[src/rtl/riscv_pkg.sv]
// Shared definitions for the RISC-V core front end.
// Holds the fetch FSM states, datapath width, PC step and default reset PC.
package riscv_pkg;

    localparam int XLEN = 32;

    localparam logic [XLEN-1:0] PC_STEP = 32'd4;

    localparam logic [XLEN-1:0] DEFAULT_RESET_PC = 32'h0000_0000;

    typedef enum logic [1:0] {
        REQ  = 2'd0,
        WAIT = 2'd1,
        HOLD = 2'd2,
        HALT = 2'd3
    } fetch_state_e;

endpackage

[src/rtl/fetch_sequencer.sv]
// Multi-cycle fetch controller: owns the PC, requests imem, holds the word
// for execute and picks the next PC on retire (branch target or PC+4).
//
// Ports:
//   clk, rst_n                  clock, async active-low reset
//   imem_req/addr/ready         fetch request handshake (addr = PC)
//   imem_rvalid/rdata           fetch response
//   instr_valid/instr/instr_pc  instruction presented to execute
//   retire, stall               consume / hold the presented instruction
//   branch_taken/target         next-PC selection from branch control
//   halted                      stopped on a misaligned next PC
//   instret                     retired instruction count
module fetch_sequencer
    import riscv_pkg::*;
#(
    parameter logic [XLEN-1:0] RESET_PC = DEFAULT_RESET_PC
) (
    input  logic            clk,
    input  logic            rst_n,
    output logic            imem_req,
    output logic [XLEN-1:0] imem_addr,
    input  logic            imem_ready,
    input  logic            imem_rvalid,
    input  logic [XLEN-1:0] imem_rdata,
    output logic            instr_valid,
    output logic [XLEN-1:0] instr,
    output logic [XLEN-1:0] instr_pc,
    input  logic            retire,
    input  logic            stall,
    input  logic            branch_taken,
    input  logic [XLEN-1:0] branch_target,
    output logic            halted,
    output logic [XLEN-1:0] instret
);

    fetch_state_e    state_q;
    logic [XLEN-1:0] pc_q;
    logic [XLEN-1:0] instr_q;
    logic [XLEN-1:0] instr_pc_q;
    logic [XLEN-1:0] instret_q;

    logic [XLEN-1:0] next_pc_d;
    logic            retire_go;

    // Next-PC mux: a taken branch replaces the sequential step entirely.
    assign next_pc_d = branch_taken ? branch_target : pc_q + PC_STEP;

    // Retire while stalled is ignored.
    assign retire_go = retire && !stall;

    // Gated by rst_n so no request escapes while reset is held,
    // even though the state already reads REQ.
    assign imem_req    = rst_n && (state_q == REQ) && !stall;
    assign imem_addr   = pc_q;
    assign instr_valid = (state_q == HOLD);
    assign halted      = (state_q == HALT);
    assign instr       = instr_q;
    assign instr_pc    = instr_pc_q;
    assign instret     = instret_q;

    always_ff @(posedge clk or negedge rst_n) begin
        if (!rst_n) begin
            state_q    <= REQ;
            pc_q       <= RESET_PC;
            instr_q    <= '0;
            instr_pc_q <= RESET_PC;
            instret_q  <= '0;
        end else begin
            unique case (state_q)
                REQ: begin
                    // Responses arriving here (e.g. left over from before
                    // a reset) are deliberately not looked at.
                    if (imem_req && imem_ready) begin
                        state_q <= WAIT;
                    end
                end
                WAIT: begin
                    // stall is not consulted: the response is always taken.
                    if (imem_rvalid) begin
                        instr_q    <= imem_rdata;
                        instr_pc_q <= pc_q;
                        state_q    <= HOLD;
                    end
                end
                HOLD: begin
                    if (retire_go) begin
                        instret_q <= instret_q + 32'd1;
                        if (next_pc_d[1:0] != 2'b00) begin
                            // pc keeps the last aligned value.
                            state_q <= HALT;
                        end else begin
                            pc_q    <= next_pc_d;
                            state_q <= REQ;
                        end
                    end
                end
                HALT: begin
                    state_q <= HALT;
                end
                default: begin
                    state_q <= REQ;
                end
            endcase
        end
    end

endmodule
[config.mk]
export PLATFORM = sky130hd
export DESIGN_NAME = fetch_sequencer
export DESIGN_NICKNAME = d
export VERILOG_FILES = /design/src/rtl/riscv_pkg.sv /design/src/rtl/fetch_sequencer.sv
export SDC_FILE = /design/constraint.sdc
export NUM_CORES = 1
export LEC_CHECK = 0
export CORE_MARGIN = 2
export CORE_UTILIZATION = 63
export DETAILED_ROUTE_END_ITERATION = 6
export DONT_BUFFER_PORTS = 1
export HOLD_SLACK_MARGIN = 0.06
export PLACE_DENSITY = 0.79
export SLEW_MARGIN = 10
export SYNTH_ARGS = -nofsm -noshare
export SYNTH_HDL_FRONTEND = slang
export SYNTH_SLANG_ARGS = --single-unit
[constraint.sdc]
create_clock -name clk -period 2.38 [get_ports clk]
set_clock_uncertainty 0.15 [all_clocks]
set_input_delay 0.476 -clock clk [delete_from_list [all_inputs] [get_ports clk]]
set_output_delay 0.476 -clock clk [all_outputs]
set_load 0.005 [all_outputs]
* Yosys cells after proc, flatten, opt, wreduce, memory -nomap -nowiden
Cells that the tools add are included.
Word-level totals: flip-flop bits (word level) 130, bits of input ports 71, output and inout bits 131
Cells by class: multiplexer cells 6, reduce and logical (&&, ||, !) cells 11, equality and inequality tests 6, bitwise operators 1, $add $sub $neg 2
Operator list (count):
- adder 32 x 1 -> 32 bit, second input constant | 1
- adder 32 x 3 -> 32 bit, second input constant | 1
- two-way mux 32 bit | 1
- two-way mux 2 bit | 4
- case mux 2 bit (4 select lines) | 1
- AND reduction 3 bit | 2
- equality test 2 bit, second input constant | 2
- logical AND 1 bit | 4
- != test 2 x 1 -> 1 bit, second input constant | 2
- AND reduction 2 bit | 2
- equality test 2 x 1 -> 1 bit, second input constant | 1
- logical NOT 2 bit | 1
- != test 2 bit, second input constant | 1
- nonzero test 2 bit | 1
- logical NOT 1 bit | 1
- inverter 1 bit | 1

* Logic depth before layout (Yosys ltp)
Gate-level depths: netlist of run 1.
word-level depth 6, depth in mapped cells 8, gate-level depth less buffers 6

* Least setup slack after synthesis of run 1
OpenSTA, ideal clock, no wires.
path kind input port to flip-flop, start point input stall, end point register instret_q[23], in the netlist instret[23], required time 2105 ps, arrival time 1710 ps, stages 5, path slack 395 ps, setup time 125 ps, cell sequence nand4bb_4 > or4_4 > nor3_4 > nand3_1 > xnor2_1
Between the ends: longest elaborated chain between the ends 3
RTL lines:
- start, declared | line fetch_sequencer.sv:29 | input logic stall,
- logical NOT 1 bit | line fetch_sequencer.sv:49 | assign retire_go = retire && !stall;
- logical AND 1 bit | line fetch_sequencer.sv:49
- AND reduction 2 bit (no source line)
- end signal, assigned | line fetch_sequencer.sv:87 | instret_q <= instret_q + 32'd1;
- end, declared | line fetch_sequencer.sv:40 | logic [XLEN-1:0] instret_q;
No other way between the ends. A chain may end at the register's enable or synchronous reset.

* Final worst setup path of run 1
start point register pc_q[3], in the netlist imem_addr[3], end point register pc_q[24], in the netlist imem_addr[24]
Between the ends: longest elaborated chain between the ends 2
RTL lines:
- start, declared | line fetch_sequencer.sv:37 | logic [XLEN-1:0] pc_q;
- start signal, assigned | line fetch_sequencer.sv:92 | pc_q <= next_pc_d;
- adder 32 x 3 -> 32 bit | line fetch_sequencer.sv:46 | assign next_pc_d = branch_taken ? branch_target : pc_q + PC_STEP;
- two-way mux 32 bit | line fetch_sequencer.sv:46
No other way between the ends.

==> flow_summary.yaml, run 1 <==
outcome:
  run_status: "finished, violations left"
  violations: "hold timing"
sta:
  fin_crit_ps: 2159
  period_share_pct: 90.72
  setup_violations: 0
  maxSlewViolCount: 0
  finalHoldViolations: 130
  rsz0062_at_grt: "false"
  maxSlewHeadroom_pct: 51.94
  max_freq_mhz: 463.2
  setup_tns_ps: 0
  worst_slew_pin_slew_ps: 718.6
  setup_slack_ps: 220.9
  whs_ps: -497.4
placement:
  dpl.hpwl_um: 9547
  portBuffers: 0
  place_congestion: 0.9747
  place_area_mm2: 0.006168
  place_ws_ps: 249.4
critical_path:
  worst-path-stages: 6
  cp.arrival_ps: 2460
  worstReg2RegStart: "imem_addr[3]$_DFFE_PN0P_"
  path_buf_inv: 0
  crit_family: "simple AND/OR/NAND/NOR gates"
  ff2ff_setup_slack_ps: 220
  crit_required_ps: 2680
  crit_chain: "ha_1 -> nand3_2 -> nor4_4 -> nand4_1 -> mux2_2 -> nor2_1"
  reg2regPathDepth: 6
  r2r_end: "imem_addr[24]$_DFFE_PN0P_"
  crit_fanout: 7
  slowest_delay_ps: 460
  endpoint_kind: "register"
  critPathSlowestCell: "dfrtp_1"
  critPathKind: "register to register"
  cp-start-kind: "register"
route:
  drcViolationCount: 0
  wl_um: 14940
  vias_per_cell: 6.261
  ant_nets: 0
  vias: 4646
  wl_per_cell_um: 20.14
  firstDrtPassIters: 5
  drtIter0Drc: 356
floorplanning:
  core_mm2: 0.009240
  dieArea_mm2: 0.01032
  io_pins: 202
  die_w_um: 101.6
  fp-row-count: 35
  start_util_pct: 64.93
  dieHeight_um: 101.6
pwr:
  p_int_mw: 5.056
  p_leak_nw: 3.231
  vdd_ir_drop_max_mv: 0.5535
  combPwrFrac_pct: 18.2
  seq_power_share_pct: 48.7
  p_total_mw: 7.294
  switchingPower_mw: 2.238
  power_frac_clock_pct: 33.1
  power.density_mw_per_mm2: 988.5
  p_sw_share_pct: 30.68
synthesis:
  yosysSeqAreaShare_pct: 54.22
  syn_area_mm2: 0.006000
  synth-seq-cells: 130
  synth_ff_type: "dfrtp_1"
  synthArstFlopShare_pct: 100.0
  yosysUniqueCellTypes: 63
  avgSynthCellArea_um2: 11.43
  synthCells: 525
  yosysWarnings: 0
  synth_edf_count: 0
  synthesis.nets: 598
clock_tree:
  cts_root_buf: "clkbuf_8"
  postCtsSetupBuffers: 0
  post_cts_resized: 0
  cts.sinks: 130
  postCtsHoldBufs: 65
  clk_path_buf_depth: 2
  cts.htree.levels: 4
  clkTransAtPathRegs_ps: 60
  cts_inserted_buffers: 17
  cts_tree: "built"
  clk_latency_ps: 510
run:
  drv_cap: 0
grt:
  grt_max_degree: 133
  gr-total-overflow: 0
  antenna_found_initial: 1
  grtUsageTotal_pct: 29.82
  grt_pass1_wl_um: 23740
  grt_pass1_vias: 4650
finish:
  multi_input_area_mm2: 0.002603
  final_area_mm2: 0.007378
  seq_area_mm2: 0.003253
  layout.nets: 672
  num-fill-cells: 526
  syn2layout_area_growth_pct: 22.98
  layout_commonest_cell: "dfrtp_1"
  drive_gt1_share_pct: 21.73
  final_cell_mix: "130 x dfrtp_1, 65 x dlygate4sd3_1, 64 x mux2_2, 37 x nor2_1, 34 x nand2_1"
worst_hold_path:
  hp-class: "primary input to async pin"
[power groups by stage]
stage               registers [mW]  logic [mW]  clock network [mW]
floorplan                     3.35        1.00                   0
global placement              3.54        1.13                   0
detailed placement            3.57        1.18                   0
CTS                           3.53        1.30                2.45
global route                  3.64        1.45                2.56
finish                        3.55        1.32                2.42
[area by class of cell]
type                    instances  share of cell area (%)
clock buffers                  18                   5.800
flip-flops and latches        130                   44.09
well taps                     129                   2.188
clock inverters                14                   1.747
repair buffers                 81                   10.62
diodes                          1                 0.03392
inverters                       5                  0.2544
multi-input cells             364                   35.27
[worst reg2reg max path, cell delays in order (launching register included)]
cell and delay [ps]:
dfrtp_1 460, ha_1 260, nand3_2 160, nor4_4 450, nand4_1 220, mux2_2 310
nor2_1 100
[flip-flops by register name, summed over array words and instances (netlist names)]
register / count
imem_addr: 32
instr: 32
instr_pc: 32
instret: 32
state_q: 2
[how the worst max path moves through the flow]
stage	startpoint	slack, ps	to
after CTS	state_q[1]$_DFFE_PN0P_	220	instret[24]$_DFFE_PN0P_
after global routing	imem_addr[3]$_DFFE_PN0P_	30	imem_addr[24]$_DFFE_PN0P_
after floorplan	stall	400	instret[23]$_DFFE_PN0P_
after global placement	imem_addr[3]$_DFFE_PN0P_	300	imem_addr[24]$_DFFE_PN0P_
after detailed placement	imem_addr[3]$_DFFE_PN0P_	250	imem_addr[24]$_DFFE_PN0P_
final	imem_addr[3]$_DFFE_PN0P_	220	imem_addr[24]$_DFFE_PN0P_
[logic make-up after synthesis]
| group | share of synthesized area [%] |
|---|---|
| AO/OA/AOI/OAI | 8.968 |
| XOR/XNOR | 4.526 |
| adder cells (fa/ha/maj) | 0.4170 |
| buffers and inverters | 2.398 |
| flip-flops | 54.22 |
| multiplexers | 12.51 |
| AND/OR/NAND/NOR | 16.96 |
[Yosys cell counts (14+ instances only)]
| master | instances | area [µm²] |
|---|---|---|
| a21oi_1 | 20 | 100.1 |
| and3_1 | 14 | 87.58 |
| o22ai_1 | 17 | 106.4 |
| mux2_2 | 64 | 720.7 |
| buf_2 | 16 | 80.08 |
| nand4_1 | 18 | 112.6 |
| dfrtp_1 | 130 | 3253 |
| nand3_1 | 29 | 145.1 |
| o21ai_0 | 14 | 70.07 |
| nand2_1 | 34 | 127.6 |
| xnor2_1 | 22 | 192.7 |
| nor2_1 | 37 | 138.9 |
[per-stage QoR]
step / util [%] / cells
floorplan: - / 525
global placement: 66.76 / 644
detailed placement: 66.76 / 644
CTS: 79.82 / 741
global route: 79.85 / 742
finish: 79.85 / 742
[routing by layer]
| layer | share of wire, % | track usage [%] | vias to the layer above |
|---|---|---|---|
| met5 | 0 | 0 | - |
| met1 | 38 | 36.10 | 2271 |
| met4 | 2.8 | 13.62 | 0 |
| li1 | - | - | 2075 |
| met2 | 50 | 48.89 | 255 |
| met3 | 9.2 | 9.455 | 45 |
No activity file was read; power rests on OpenSTA's default activity.
==> inputs of run 2 (changes only) <==
--- a/config.mk
+++ b/config.mk
@@ -5,7 +5,6 @@
 export SDC_FILE = /design/constraint.sdc
 export NUM_CORES = 1
 export LEC_CHECK = 0
-export CORE_MARGIN = 2
 export CORE_UTILIZATION = 63
 export DETAILED_ROUTE_END_ITERATION = 6
 export DONT_BUFFER_PORTS = 1
==> run 2 against run 1 <==
The run still ends with hold timing left. Utilization is 0.27 points higher. Critical path depth stayed put. Sequential share of layout area is 0.15 points lower. Critical path type unchanged. Critical endpoint is now imem_addr[23]$_DFFE_PN0P_.
==> flow_summary.yaml, run 2 (synthesis results as in run 1) <==
outcome:
  run_status: "finished, violations left"
  violations: "hold timing"
clock_tree:
  clk_path_buf_depth: 2
  cts.sinks: 130
  clkTransAtPathRegs_ps: 60
  cts.htree.levels: 4
  clk_latency_ps: 510
  cts_root_buf: "clkbuf_8"
  cts_tree: "built"
  cts_inserted_buffers: 17
  postCtsHoldBufs: 66
critical_path:
  path_buf_inv: 1
  cp-start-kind: "register"
  critPathSlowestCell: "dfrtp_1"
  crit_chain: "and4bb_4 -> o21ai_2 -> buf_4 -> nor4b_1 -> a21o_1 -> a21oi_1"
  crit_required_ps: 2610
  crit_family: "simple AND/OR/NAND/NOR gates"
  endpoint_kind: "register"
  crit_fanout: 19
  slowest_delay_ps: 560
  cp.arrival_ps: 2400
  critPathKind: "register to register"
run:
  drv_cap: 0
sta:
  finalHoldViolations: 130
  setup_tns_ps: 0
  rsz0062_at_grt: "false"
  setup_violations: 0
  whs_ps: -490.5
  maxSlewViolCount: 0
  maxSlewHeadroom_pct: 58.49
  max_freq_mhz: 461.5
  fin_crit_ps: 2167
  period_share_pct: 91.05
  worst_slew_pin_slew_ps: 620.7
route:
  vias_per_cell: 6.361
  firstDrtPassIters: 7
  maxUsedRoutingLayer: "met4"
  routed-wl-met2_um: 7878
  drcViolationCount: 0
  route.met3.wl_um: 1367
  wirelength_met1_um: 5684
  drtIter0Drc: 364
  ant_nets: 0
  vias: 4707
  wl_per_cell_um: 20.67
  wl_um: 15290
pwr:
  power.density_mw_per_mm2: 997.0
  p_leak_nw: 3.234
  p_total_mw: 7.381
  vdd_ir_drop_max_mv: 0.5760
finish:
  syn2layout_area_growth_pct: 23.40
  layout_commonest_cell: "dfrtp_1"
  num-fill-cells: 548
  layout.nets: 671
  layout.cells.non_filler: 740
  fin_util_pct: 80.12
  diodes: 0
  final_cell_mix: "130 x dfrtp_1, 66 x dlygate4sd3_1, 64 x mux2_2, 37 x nor2_1, 34 x nand2_1"
  drive_gt1_share_pct: 21.44
grt:
  grt_max_degree: 133
  antenna_found_initial: 0
  grtUsageTotal_pct: 31.34
  grt_pass1_wl_um: 23940
  grt_pass1_vias: 4748
  gr-total-overflow: 0
placement:
  place_congestion: 0.8971
  dpl.hpwl_um: 9486
  dp_cells: 642
  portBuffers: 0
floorplanning:
  die_w_um: 99.59
  core_mm2: 0.009240
  start_util_pct: 64.93
  fp-row-count: 35
  dieArea_mm2: 0.009917
  dieHeight_um: 99.59
  io_pins: 202
worst_hold_path:
  hp-class: "primary input to async pin"
run 2: changes by cell type in the layout (fill, tap and decap cells not counted), sizes merged:
cell         previous run  this run
inv                     8         9
bufinv                  1         2
dlygate4sd3            65        66
diode                   1         0
buf                    16        14
clkinv                  7         5
run 2: final timing paths:
| kind | to | from | slack (ps) | depth (start not counted) |
|---|---|---|---|---|
| min in group clk | imem_addr[29]$_DFFE_PN0P_ | branch_target[29] | 80 | 2 |
| hold reg to reg | instret[31]$_DFFE_PN0P_ | instret[31]$_DFFE_PN0P_ | 360 | 1 |
| max in group asynchronous | instr_pc[11]$_DFFE_PN0P_ | rst_n | 2380 | 0 |
| hold / removal | instret[13]$_DFFE_PN0P_ | rst_n | -490 | 0 |
| setup reg to reg | imem_addr[23]$_DFFE_PN0P_ | state_q[1]$_DFFE_PN0P_ | 210 | 6 |
| setup / recovery | imem_addr[23]$_DFFE_PN0P_ | state_q[1]$_DFFE_PN0P_ | 210 | 6 |
run 2: timing repair:
action / in CTS / in global routing
gates resized for setup: 0 / 1
setup buffers: 0 / 0
setup endpoints to repair: 0 / 3
endpoints found under the hold margin: 193 / 130
run 2: through the flow:
stage / worst slack, ps / area, µm² / hold WS, ps
floorplan: 395.1 / 6000 / 30.41
global placement: 258.0 / 6166 / 32.56
detailed placement: 182.8 / 6166 / 32.72
CTS: 127.7 / 7398 / -501.9
global route: 42.02 / 7403 / -506.3
finish: 213.1 / 7403 / -490.5
run 2: metal layers:
metal	up-vias	GRT usage, %
met1	2334	37.42
met2	269	52.24
li1	2054	-
met3	50	9.276
met4	0	15.05
met5	-	0
run 2: worst reg2reg max path, stage by stage (launching register included):
cell and delay, ps:
dfrtp_1 560, and4bb_4 350, o21ai_2 90, buf_4 240
nor4b_1 420, a21o_1 180, a21oi_1 60
run 2: area by class of cell:
class	count	area, µm²	share of cell area, %
Sequential cell	130	3253	43.94
Inverter	5	18.77	0.2535
Timing Repair Buffer	80	790.8	10.68
Clock inverter	14	153.9	2.079
Multi-Input combinational cell	364	2608	35.22
Clock buffer	18	417.9	5.645
Tap cell	129	161.4	2.180
run 2: where the power goes:
group / total, mW / internal, mW / switching, mW
Combinational: 1.33 / 0.789 / 0.541
Clock: 2.50 / 1.50 / 0.999
Sequential: 3.55 / 2.85 / 0.698
==> inputs of run 3 (changes only) <==
--- a/config.mk
+++ b/config.mk
@@ -5,11 +5,10 @@
 export SDC_FILE = /design/constraint.sdc
 export NUM_CORES = 1
 export LEC_CHECK = 0
-export CORE_UTILIZATION = 63
+export CORE_UTILIZATION = 47
 export DETAILED_ROUTE_END_ITERATION = 6
 export DONT_BUFFER_PORTS = 1
 export HOLD_SLACK_MARGIN = 0.06
-export PLACE_DENSITY = 0.79
 export SLEW_MARGIN = 10
 export SYNTH_ARGS = -nofsm -noshare
 export SYNTH_HDL_FRONTEND = slang
==> run 3 against run 2 <==
The run still ends with hold timing left. Clock power is essentially flat. Setup slack gained 72 ps. First-iteration DRC count shrank 17%. Die area grew 33%. Largest cell class unchanged.
==> flow_summary.yaml, run 3 (synthesis results as in run 1) <==
finish:
  multi_input_area_mm2: 0.002603
  fin_util_pct: 58.77
  seq_area_mm2: 0.003253
  num-fill-cells: 1052
  final_cell_mix: "130 x dfrtp_1, 64 x mux2_2, 37 x nor2_1, 37 x dlygate4sd3_1, 34 x nand2_1"
  drive_gt1_share_pct: 22.64
  syn2layout_area_growth_pct: 19.62
  layout.nets: 645
  layout_commonest_cell: "dfrtp_1"
pwr:
  power_frac_clock_pct: 34.7
  power.density_mw_per_mm2: 1017
  seq_power_share_pct: 48.5
  combPwrFrac_pct: 16.8
  vdd_ir_drop_max_mv: 0.4925
  p_sw_share_pct: 28.89
  p_leak_nw: 3.128
  switchingPower_mw: 2.109
  p_int_mw: 5.190
floorplanning:
  fp-row-count: 40
  io_pins: 202
  dieHeight_um: 115.0
  core_mm2: 0.01221
  dieArea_mm2: 0.01322
  die_w_um: 115.0
  start_util_pct: 49.13
critical_path:
  crit_family: "simple AND/OR/NAND/NOR gates"
  cp-start-kind: "register"
  ff2ff_setup_slack_ps: 280
  critPathSlowestCell: "dfrtp_1"
  crit_chain: "nand3_2 -> nor4_4 -> nand4_1 -> mux2_2 -> nor2_1"
  reg2regPathDepth: 5
  crit_fanout: 10
  slowest_delay_ps: 550
  path_buf_inv: 0
  worstSetupEndpoint: "imem_addr[24]$_DFFE_PN0P_"
  endpoint_kind: "register"
  crit_required_ps: 2570
  cp.arrival_ps: 2290
  critPathKind: "register to register"
  worst-path-stages: 5
  worstReg2RegStart: "imem_addr[6]$_DFFE_PN0P_"
  crit_start: "imem_addr[6]$_DFFE_PN0P_"
  r2r_end: "imem_addr[24]$_DFFE_PN0P_"
clock_tree:
  cts.sinks: 130
  clk_path_buf_depth: 2
  postCtsSetupBuffers: 0
  cts_tree: "built"
  postCtsHoldBufs: 37
  cts_root_buf: "clkbuf_16"
  cts_inserted_buffers: 17
  cts.htree.levels: 4
  clk_latency_ps: 410
  post_cts_resized: 0
  clkTransAtPathRegs_ps: 50
grt:
  antenna_found_initial: 1
  grt_pass1_wl_um: 23420
  grtUsageTotal_pct: 23.50
  gr-total-overflow: 0
  grt_pass1_vias: 4428
  grt_max_degree: 133
placement:
  place_congestion: 0.9150
  dpl.hpwl_um: 10160
  portBuffers: 0
run:
  drv_cap: 0
route:
  drtIter0Drc: 303
  vias: 4378
  ant_nets: 0
  vias_per_cell: 5.814
  wl_um: 14980
  wl_per_cell_um: 19.89
  drcViolationCount: 0
  firstDrtPassIters: 4
sta:
  rsz0062_at_grt: "false"
  period_share_pct: 88.03
  setup_tns_ps: 0
  whs_ps: -392.9
  worst_slew_pin_slew_ps: 505.6
  setup_violations: 0
  max_freq_mhz: 477.3
  maxSlewHeadroom_pct: 66.22
  finalHoldViolations: 130
  fin_crit_ps: 2095
  maxSlewViolCount: 0
worst_hold_path:
  hp-class: "primary input to async pin"
outcome:
  run_status: "finished, violations left"
  violations: "hold timing"
-- run 3: changes by cell type in the layout (fill, tap and decap cells not counted), sizes merged --
cell         previous run  this run
dlygate4sd3            66        37
inv                     9         5
buf                    14        17
clkbuf                 18        20
diode                   0         2
clkinv                  5         4
clkinvlp                3         4
-- run 3: metrics by stage --
stage          instances  setup slack [ps]  instance area (µm²)  power [mW]
2_1_floorplan        525             395.1                 6000       4.350
3_3_place_gp         684             223.6                 6225       4.690
6_report             753             284.8                 7177       7.298
3_5_place_dp         684             193.4                 6225       4.756
4_1_cts              751             177.5                 7172       7.360
5_1_grt              752             87.39                 7174       7.679
-- run 3: worst min path at each step --
stage | start | to | slack (ps) | depth (start not counted)
after global routing | rst_n | instret[13]$_DFFE_PN0P_ | -420 | 0
after CTS | rst_n | instret[13]$_DFFE_PN0P_ | -410 | 0
after global placement | rst_n | instret[12]$_DFFE_PN0P_ | 30 | 0
after floorplan | rst_n | imem_addr[0]$_DFFE_PN0P_ | 30 | 0
final | rst_n | instret[12]$_DFFE_PN0P_ | -390 | 0
after detailed placement | rst_n | instret[13]$_DFFE_PN0P_ | 30 | 0
-- run 3: area by class of cell --
type	count	share of cell area (%)
Antenna cell	2	0.06974
Clock buffer	20	6.503
Clock inverter	10	1.534
Inverter	5	0.2615
Multi-Input combinational cell	364	36.26
Sequential cell	130	45.33
Tap cell	168	2.929
Timing Repair Buffer	54	7.113
-- run 3: layer usage --
metal | GRT usage, % | wire, µm | vias to the layer above
li1 | - | - | 2011
met1 | 28.11 | 6066 | 2176
met2 | 38.39 | 7421 | 166
met3 | 7.696 | 1166 | 25
met4 | 11.26 | 320 | 0
met5 | 0 | 0 | -
-- run 3: power by group through the flow --
stage	combinational (mW)	sequential (mW)	clock (mW)
after CTS	1.24	3.54	2.58
after global placement	1.14	3.55	0
after floorplan	1.00	3.35	0
after global routing	1.37	3.63	2.68
after detailed placement	1.18	3.58	0
final	1.23	3.54	2.53
